### src/rtl/muldiv_unit.sv
// Iterative RV32M multiply/divide unit: shift-add multiply and restoring divide, one bit per cycle.
// Holds the PC via Stall_PC until the registered result is presented with a one-cycle Done pulse.
module muldiv_unit #(
   parameter int XLEN = 32
) (
   input  logic            CLK,
   input  logic            rst_n,
   input  logic            Start,
   input  logic [2:0]      Funct3,
   input  logic [XLEN-1:0] Rs1_Data,
   input  logic [XLEN-1:0] Rs2_Data,
   output logic [XLEN-1:0] Result,
   output logic            Done,
   output logic            Busy,
   output logic            Stall_PC
);

   localparam int CW = $clog2(XLEN);

   typedef enum logic [1:0] {
      IDLE = 2'b00,
      CALC = 2'b01,
      DONE = 2'b10
   } state_t;

   state_t              state_r;
   logic [CW-1:0]       count_r;
   logic [2:0]          op_r;
   logic [XLEN-1:0]     mcand_r;
   logic [2*XLEN-1:0]   acc_r;
   logic [XLEN-1:0]     rem_r;
   logic                neg_q_r;
   logic                neg_r_r;

   logic                signed_a_s;
   logic                signed_b_s;
   logic                a_neg_s;
   logic                b_neg_s;
   logic [XLEN-1:0]     a_mag_s;
   logic [XLEN-1:0]     b_mag_s;
   logic                div_zero_s;
   logic                div_ovf_s;
   logic [XLEN-1:0]     fast_res_s;
   logic [XLEN:0]       mul_sum_s;
   logic [2*XLEN-1:0]   mul_nxt_s;
   logic [XLEN:0]       div_shift_s;
   logic [XLEN:0]       div_trial_s;
   logic                div_ok_s;
   logic [XLEN-1:0]     rem_nxt_s;
   logic [XLEN-1:0]     quo_nxt_s;
   logic [2*XLEN-1:0]   prod_s;
   logic [XLEN-1:0]     calc_res_s;

   function automatic logic [XLEN-1:0] apply_sign(input logic [XLEN-1:0] v, input logic neg);
      return neg ? (~v + {{(XLEN-1){1'b0}}, 1'b1}) : v;
   endfunction

   // Operand decode in IDLE: signedness, magnitudes and the two divide fast paths
   always_comb begin
      signed_a_s = !(Funct3[0] && (Funct3[1] || Funct3[2]));
      signed_b_s = signed_a_s && (Funct3 != 3'b010);
      a_neg_s    = signed_a_s && Rs1_Data[XLEN-1];
      b_neg_s    = signed_b_s && Rs2_Data[XLEN-1];
      a_mag_s    = apply_sign(Rs1_Data, a_neg_s);
      b_mag_s    = apply_sign(Rs2_Data, b_neg_s);
      div_zero_s = Funct3[2] && (Rs2_Data == {XLEN{1'b0}});
      div_ovf_s  = Funct3[2] && !Funct3[0]
                   && (Rs1_Data == {1'b1, {(XLEN-1){1'b0}}})
                   && (Rs2_Data == {XLEN{1'b1}});
      if (div_zero_s) begin
         fast_res_s = Funct3[1] ? Rs1_Data : {XLEN{1'b1}};
      end else begin
         fast_res_s = Funct3[1] ? {XLEN{1'b0}} : {1'b1, {(XLEN-1){1'b0}}};
      end
   end

   // One iteration of each datapath plus the sign-corrected result of the final step
   always_comb begin
      mul_sum_s   = {1'b0, acc_r[2*XLEN-1:XLEN]} + (acc_r[0] ? {1'b0, mcand_r} : {(XLEN+1){1'b0}});
      mul_nxt_s   = {mul_sum_s, acc_r[XLEN-1:1]};
      div_shift_s = {rem_r, acc_r[XLEN-1]};
      div_trial_s = div_shift_s - {1'b0, mcand_r};
      div_ok_s    = !div_trial_s[XLEN];
      rem_nxt_s   = div_ok_s ? div_trial_s[XLEN-1:0] : div_shift_s[XLEN-1:0];
      quo_nxt_s   = {acc_r[XLEN-2:0], div_ok_s};
      prod_s      = neg_q_r ? (~mul_nxt_s + {{(2*XLEN-1){1'b0}}, 1'b1}) : mul_nxt_s;
      case (op_r)
         3'b000:                 calc_res_s = prod_s[XLEN-1:0];
         3'b001, 3'b010, 3'b011: calc_res_s = prod_s[2*XLEN-1:XLEN];
         3'b100, 3'b101:         calc_res_s = apply_sign(quo_nxt_s, neg_q_r);
         3'b110, 3'b111:         calc_res_s = apply_sign(rem_nxt_s, neg_r_r);
         default:                calc_res_s = {XLEN{1'b0}};
      endcase
   end

   // Control FSM with registered Result/Done/Busy and iteration state
   always_ff @(posedge CLK or negedge rst_n) begin
      if (!rst_n) begin
         state_r <= IDLE;
         count_r <= {CW{1'b0}};
         op_r    <= 3'b000;
         mcand_r <= {XLEN{1'b0}};
         acc_r   <= {(2*XLEN){1'b0}};
         rem_r   <= {XLEN{1'b0}};
         neg_q_r <= 1'b0;
         neg_r_r <= 1'b0;
         Result  <= {XLEN{1'b0}};
         Done    <= 1'b0;
         Busy    <= 1'b0;
      end else begin
         case (state_r)
            IDLE: begin
               Done <= 1'b0;
               if (Start) begin
                  op_r    <= Funct3;
                  count_r <= CW'(XLEN - 1);
                  neg_q_r <= a_neg_s ^ b_neg_s;
                  neg_r_r <= a_neg_s;
                  rem_r   <= {XLEN{1'b0}};
                  if (Funct3[2]) begin
                     mcand_r <= b_mag_s;
                     acc_r   <= {{XLEN{1'b0}}, a_mag_s};
                  end else begin
                     mcand_r <= a_mag_s;
                     acc_r   <= {{XLEN{1'b0}}, b_mag_s};
                  end
                  if (div_zero_s || div_ovf_s) begin
                     Result  <= fast_res_s;
                     Done    <= 1'b1;
                     state_r <= DONE;
                  end else begin
                     Busy    <= 1'b1;
                     state_r <= CALC;
                  end
               end else begin
                  state_r <= IDLE;
               end
            end
            CALC: begin
               if (!Start) begin
                  Busy    <= 1'b0;
                  state_r <= IDLE;
               end else begin
                  acc_r   <= op_r[2] ? {acc_r[2*XLEN-1:XLEN], quo_nxt_s} : mul_nxt_s;
                  rem_r   <= rem_nxt_s;
                  count_r <= count_r - {{(CW-1){1'b0}}, 1'b1};
                  if (count_r == {CW{1'b0}}) begin
                     Result  <= calc_res_s;
                     Done    <= 1'b1;
                     Busy    <= 1'b0;
                     state_r <= DONE;
                  end else begin
                     state_r <= CALC;
                  end
               end
            end
            DONE: begin
               Done    <= 1'b0;
               state_r <= IDLE;
            end
            default: begin
               Done    <= 1'b0;
               Busy    <= 1'b0;
               state_r <= IDLE;
            end
         endcase
      end
   end

   assign Stall_PC = Start && (state_r != DONE);

endmodule
### config.mk
export PLATFORM = sky130hd
export DESIGN_NAME = muldiv_unit
export DESIGN_NICKNAME = d
export VERILOG_FILES = /design/src/rtl/muldiv_unit.sv
export SDC_FILE = /design/constraint.sdc
export NUM_CORES = 1
export LEC_CHECK = 0
export ABC_AREA = 1
export ABC_CLOCK_PERIOD_IN_PS = 3300
export BUFFER_PORTS_ARGS = -buffer_cell sky130_fd_sc_hd__buf_2
export CELL_PAD_IN_SITES_DETAIL_PLACEMENT = 0
export CELL_PAD_IN_SITES_GLOBAL_PLACEMENT = 2
export CORE_MARGIN = 5
export CORE_UTILIZATION = 30
export DETAILED_ROUTE_END_ITERATION = 10
export PLACE_DENSITY = 0.83
export SYNTH_ARGS = -nofsm -noshare
export SYNTH_HDL_FRONTEND = slang
export SYNTH_SLANG_ARGS = --single-unit
### constraint.sdc
create_clock -name CLK -period 3.3 [get_ports CLK]
set_input_delay 0.33 -clock CLK [delete_from_list [all_inputs] [get_ports CLK]]
set_output_delay 0.33 -clock CLK [all_outputs]
set_load 0.05 [all_outputs]
==> metrics.txt, run 1 <==
status finished, violations left; violated checks setup timing; global-route wire length before repair 150.0 mm; top cells by area, synth dfrtp_1 22%, nand2_1 18%, inv_1 9.5%, nor2_1 7.4%, nand3_1 5.9%; Place WS -0.5522 ns; initial antenna violation count 4; WS Path Type reg2reg; CP Capture Type register; Hold Path Class in2reg; Die Area 70430 sq um; final setup fails 24; area delta synth->final 53.72%; final net count 4214; met3 routed WL 6.906 mm; Post-synth EDFFs 0; top_reg_cell synth dfrtp_1; most used cell, CP nand2_1; Final Hold Viols 0; 1st-pass router iterations 7; Top Metal Used met4; Avg Cell Area, Syn 5.869 sq um; Worst path slowest cell dfrtp_1; max incr delay on CP 0.43 ns; Async S/R FF share, synth 100.0%; CTS clock-pin slew for the worst setup and hold paths 0.08 ns; vias per cell 5.161; vias in the first global route about 24000; syn_nets between 3000 and 4000; most common cell after layout, fill and taps aside nand2_1; post-DP HPWL 83.46 mm; initial drt markers 2462; adder-cell share of the synthesized area under 10%; simple logic cell fraction of the synthesized area 38.11%; Slew Limit Fails 0; post-layout util between 40 and 50%; skew final 0.02225 ns; worst-skew pair later-pin latency 0.52 ns; Cell Area, Synth 19570 sq um; Seq/Total Area, Yosys approximately 22%; FF+latch count, synth 174; CTS Root Buffer Type clkbuf_16; crit share post-route 104.4%; post-synthesis compound-gate area fraction between 10% and 20%; Synth cell types 54; Clock Sinks between 150 and 200; Req. time, crit path 3.73 ns; Remaining DRCs 0; Num CTS Buffers 17; vias 25493; post-route cell area about 30000 sq um; mux cell area share after synthesis 0%; Max Clk Rate 290.1 MHz; Slew @ Worst Pin 0.8353 ns; CTS tree yes; Avg WL per Cell 21.19 um; die height 265.4 um; GR Overflow Total 0; Starting Density 30.30%; I/O pins roughly 110; startpoint types register; Total Wirelength 104.7 mm; Placed Area 25430 sq um; Cell Rows 93; CP Max Fanout 3; largest family of logic cells by synthesized area simple AND/OR/NAND/NOR gates; Max-Cap Viols 0; yosys warns 0; H-tree depth 4; antenna violation net count after detailed routing 0; post-route minimum period 3.447 ns; Horiz. Die Dim approximately 270 um; Arrival @ worst endpoint 3.88 ns; crit path cell chain buf_6 -> nand2_1 -> inv_2 -> ha_4 -> fa_2 -> buf_6 -> xnor2_2 -> buf_4 -> buf_4 -> nand4_1 -> nor2_2 -> nand3_2 -> nor2_4 -> a21oi_2 -> a21oi_2 -> buf_4 -> nand3_1 -> nand2_1 -> nand3_1 -> nand2_1 -> inv_1 -> nand2_1 -> nand2_1 -> a21oi_1; layout cells sized above 1 about 38%; met2 wire len 46.76 mm; fillers roughly 6800; RSZ-0062 raised after global routing yes; GPL Wtd Cong 0.9877; clock buffer depth 2; Core Footprint 64580 sq um; final hold slack 0.1299 ns; gr usage total 28.04%; commonest cells after routing, fill and taps aside 707 x nand2_1, 655 x buf_4, 446 x inv_1; share of the synthesized area in the top cell type 22.25%; largest net degree at the start of global routing 69; XOR/XNOR Fraction of Synth Area between 4 and 5%; Slew headroom 44.31%; Synth Instances 3334; buffers added on ports between 100 and 150; setup ws final -0.1467 ns; Synth area leader dfrtp_1; met1 wire length 46.08 mm
Yosys cell counts (45+ instances only):
cell	count
ha_1	71
o22ai_1	56
clkbuf_1	88
nor2_1	388
nor3_1	45
a21oi_1	209
nand4_1	64
inv_1	493
dfrtp_1	174
o21ai_0	180
nand2_1	930
nand3_1	231
xor2_1	70
final timing paths:
check | startpoint | end | slack, ns | cells past startpoint
setup / recovery | mcand_r[0]$_DFFE_PN0P_ | Result[26]$_DFFE_PN0P_ | -0.15 | 24
hold / removal | Funct3[0] | op_r[0]$_DFFE_PN0P_ | 0.13 | 3
setup reg to reg | mcand_r[0]$_DFFE_PN0P_ | Result[26]$_DFFE_PN0P_ | -0.15 | 24
hold reg to reg | Busy$_DFFE_PN0P_ | Busy$_DFFE_PN0P_ | 0.49 | 1
max in group asynchronous | rst_n | acc_r[42]$_DFFE_PN0P_ | 2.05 | 3
min in group asynchronous | rst_n | op_r[0]$_DFFE_PN0P_ | 0.40 | 2
routing by layer:
metal / global-route usage, % / up-vias
met1: 38.89 / 12056
met3: 4.625 / 176
li1: - / 12345
met2: 43.45 / 916
met5: 0 / -
met4: 11.58 / 0
repair_timing:
| action | in CTS | in global routing |
|---|---|---|
| endpoints found under the setup margin | 31 | 32 |
| buffers inserted | 57 | 63 |
| gates cloned | 2 | 3 |
| pin swaps | 103 | 174 |
| gates resized for setup | 364 | 420 |
| endpoints found under the hold margin | 65 | 0 |
| hold buffers | 1 | 0 |
cell families (layout without fill, tap and decap cells):
logic type,count (synthesis),after routing
AO/OA/AOI/OAI,618,618
XOR/XNOR,92,92
adder cells (fa/ha/maj),73,73
buffers and inverters,627,1377
flip-flops,174,174
other,0,1
AND/OR/NAND/NOR,1750,1750
flip-flops by register name, indices dropped and copies added (netlist names):
| name | flops |
|---|---|
| mcand_r | 32 |
| op_r | 3 |
| count_r | 5 |
| neg_q_r | 1 |
| Result | 32 |
| Done | 1 |
| state_r | 2 |
| acc_r | 64 |
| neg_r_r | 1 |
| rem_r | 32 |
| Busy | 1 |
stage by stage:
stage,setup TNS (ns),instances
finish,-1.986,4940
detailed placement,-9.930,4786
global placement,-9.280,4786
floorplan,0,3334
CTS,-1.207,4874
global route,-5.928,4940
critical path: cells and delay by family (launching register included):
family,cells,cell delay [ns]
fa+ha+maj,2,0.51
simple gates,11,1.10
compound gates,3,0.38
xor+xnor,1,0.15
buf+inv,7,0.81
flops,1,0.43
layout make-up:
cell class | count | area (sq um) | share of cell area [%]
Multi-Input combinational cell | 2533 | 15640 | 51.99
Clock inverter | 13 | 201.4 | 0.6697
Sequential cell | 174 | 4359 | 14.49
Clock buffer | 19 | 432.9 | 1.439
Inverter | 516 | 1949 | 6.481
Antenna cell | 1 | 2.502 | 0.008319
Tap cell | 855 | 1070 | 3.556
Timing Repair Buffer | 829 | 6426 | 21.36
Power of run 1 is not shown: default switching activity piles up to over one toggle a cycle in this logic, so the estimate is an artifact.
==> inputs of run 2 (changes only) <==
--- a/config.mk
+++ b/config.mk
@@ -13,6 +13,7 @@
 export CORE_MARGIN = 5
 export CORE_UTILIZATION = 30
 export DETAILED_ROUTE_END_ITERATION = 10
+export MAX_ROUTING_LAYER = met4
 export PLACE_DENSITY = 0.83
 export SYNTH_ARGS = -nofsm -noshare
 export SYNTH_HDL_FRONTEND = slang
==> metrics.txt, run 2 (synthesized netlist as in run 1, its figures left out) <==
vias per cell 5.182 (was 5.161); final setup fails 23 (was 24); layout cells sized above 1 34.25% (was 37.68%); die height 265.4 um (unchanged); RSZ-0062 raised after global routing yes (unchanged); Reg area 4362 sq um (was 4359 sq um); post-route cell area 29210 sq um (was 30080 sq um); Slew @ Worst Pin 1.110 ns (was 0.8353 ns); buffers plus inverters on the worst setup path 5 (was 7); post-layout util 45.23% (was 46.58%); initial drt markers 2091 (was 2462); vias in the first global route 23553 (was 23583); CTS Root Buffer Type clkbuf_16 (unchanged); Largest register FFs 64 (unchanged); max incr delay on CP 0.41 ns (was 0.43 ns); GPL Wtd Cong 1.043 (was 0.9877); footprint of the multi-input gates 15130 sq um (was 15640 sq um); Die Area 70430 sq um (unchanged); final net count 4180 (was 4214); most common cell after layout, fill and taps aside nand2_1 (unchanged); hold wc startpoint Funct3[0] (unchanged); setup ws final -0.1413 ns (was -0.1467 ns); area delta synth->final 49.29% (was 53.72%); Core Footprint 64580 sq um (unchanged); Clock Sinks 174 (unchanged); crit share post-route 104.3% (was 104.4%); post-route minimum period 3.441 ns (was 3.447 ns); Max Clk Rate 290.6 MHz (was 290.1 MHz); Finished Layout Cells 4908 (was 4940); Max-Cap Viols 0 (unchanged); Cell Rows 93 (unchanged); clock buffer depth 2 (unchanged); post-DP HPWL 85.56 mm (was 83.46 mm); Avg WL per Cell 21.50 um (was 21.19 um); global-route wire length before repair 152.4 mm (was 150.0 mm); Arrival @ worst endpoint 3.89 ns (was 3.88 ns); startpoint types register (unchanged); Slew headroom 25.90% (was 44.31%); CTS clock-pin slew for the worst setup and hold paths 0.08 ns (about the same); most used cell, CP nand2_1 (unchanged); buffers added on ports 104 (unchanged); Top reg by flops acc_r (unchanged); skew final 0.02598 ns (was 0.02225 ns); antenna violation net count after detailed routing 0 (unchanged); CP Max Fanout 4 (was 3); largest net degree at the start of global routing 76 (was 69); Final Hold Viols 0 (unchanged); Worst path slowest cell dfrtp_1 (unchanged); gr usage total 29.37% (was 28.04%); worst-skew pair later-pin latency 0.53 ns (was 0.52 ns); Horiz. Die Dim 265.4 um (unchanged); commonest cells after routing, fill and taps aside 771 x nand2_1, 635 x buf_4, 456 x inv_1 (was 707 x nand2_1, 655 x buf_4, 446 x inv_1); vias 25432 (was 25493); Starting Density 30.30% (unchanged); fillers 6854 (was 6759); initial antenna violation count 4 (unchanged); status finished, violations left (unchanged); CP Capture Type register (unchanged); Slew Limit Fails 0 (unchanged); Num CTS Buffers 17 (unchanged); Hold Path Class in2reg (unchanged); CTS tree yes (unchanged); H-tree depth 4 (unchanged); dpl cells 4795 (was 4786); Total Wirelength 105.5 mm (was 104.7 mm); r2r startpoint mcand_r[10]$_DFFE_PN0P_ (was mcand_r[0]$_DFFE_PN0P_); 1st-pass router iterations 5 (was 7); GR Overflow Total 0 (unchanged); WS Path Type reg2reg (unchanged); Crit path max-delay family simple AND/OR/NAND/NOR gates (unchanged); I/O pins 105 (unchanged); Req. time, crit path 3.75 ns (was 3.73 ns); worst setup path start mcand_r[10]$_DFFE_PN0P_ (was mcand_r[0]$_DFFE_PN0P_); violated checks setup timing (unchanged); Placed Area 25460 sq um (was 25430 sq um); Remaining DRCs 0 (unchanged)
==> run 2: through the flow <==
step | setup TNS, ns | hold slack (ns) | setup WS, ns
final | -1.467 | 0.1487 | -0.1413
after global routing | -6.219 | 0.1539 | -0.3563
after CTS | -0.5218 | 0.1344 | -0.09869
after detailed placement | -10.25 | 0.3724 | -0.5844
after global placement | -9.706 | 0.3732 | -0.5875
after floorplan | 0 | 0.03441 | 0.003526
==> run 2: final timing paths <==
check,to,slack [ns],depth (start not counted)
max in group asynchronous,acc_r[60]$_DFFE_PN0P_,2.06,3
min in group asynchronous,mcand_r[27]$_DFFE_PN0P_,0.37,2
max,Result[31]$_DFFE_PN0P_,-0.14,28
min,op_r[0]$_DFFE_PN0P_,0.15,3
min reg2reg,Busy$_DFFE_PN0P_,0.49,1
max reg2reg,Result[31]$_DFFE_PN0P_,-0.14,28
==> run 2: cell type report <==
cell class | count | share of cell area [%]
sequential | 174 | 14.93
clock buffer | 19 | 1.482
clock inverter | 13 | 0.6125
antenna | 3 | 0.02570
timing repair buffer | 794 | 20.86
tap | 855 | 3.662
multi-input combinational | 2534 | 51.79
inverter | 516 | 6.639
==> run 2: worst register-to-register path: cells and delay by family (launching register included) <==
| family | cells | cell delay, ns |
|---|---|---|
| AO/OA/AOI/OAI | 2 | 0.26 |
| buffers and inverters | 5 | 0.68 |
| adder cells (fa/ha/maj) | 1 | 0.27 |
| AND/OR/NAND/NOR | 20 | 1.77 |
| flip-flops | 1 | 0.41 |
==> run 2: per-layer routing <==
metal | vias up | track usage [%] | share of wire [%]
li1 | 12276 | - | -
met1 | 12025 | 38.91 | 44
met2 | 941 | 44.52 | 44
met3 | 190 | 5.032 | 6.8
met4 | 0 | 12.22 | 5.2
met5 | - | - | 0
==> run 2: repair_timing <==
item,4_1_cts,5_1_grt
gates cloned,0,5
setup endpoints to repair,31,31
hold endpoints to repair,59,0
pin swaps,84,101
hold buffers,1,0
resized for setup,338,281
buffers inserted,41,34
Power of run 2 is left out for the same reason.
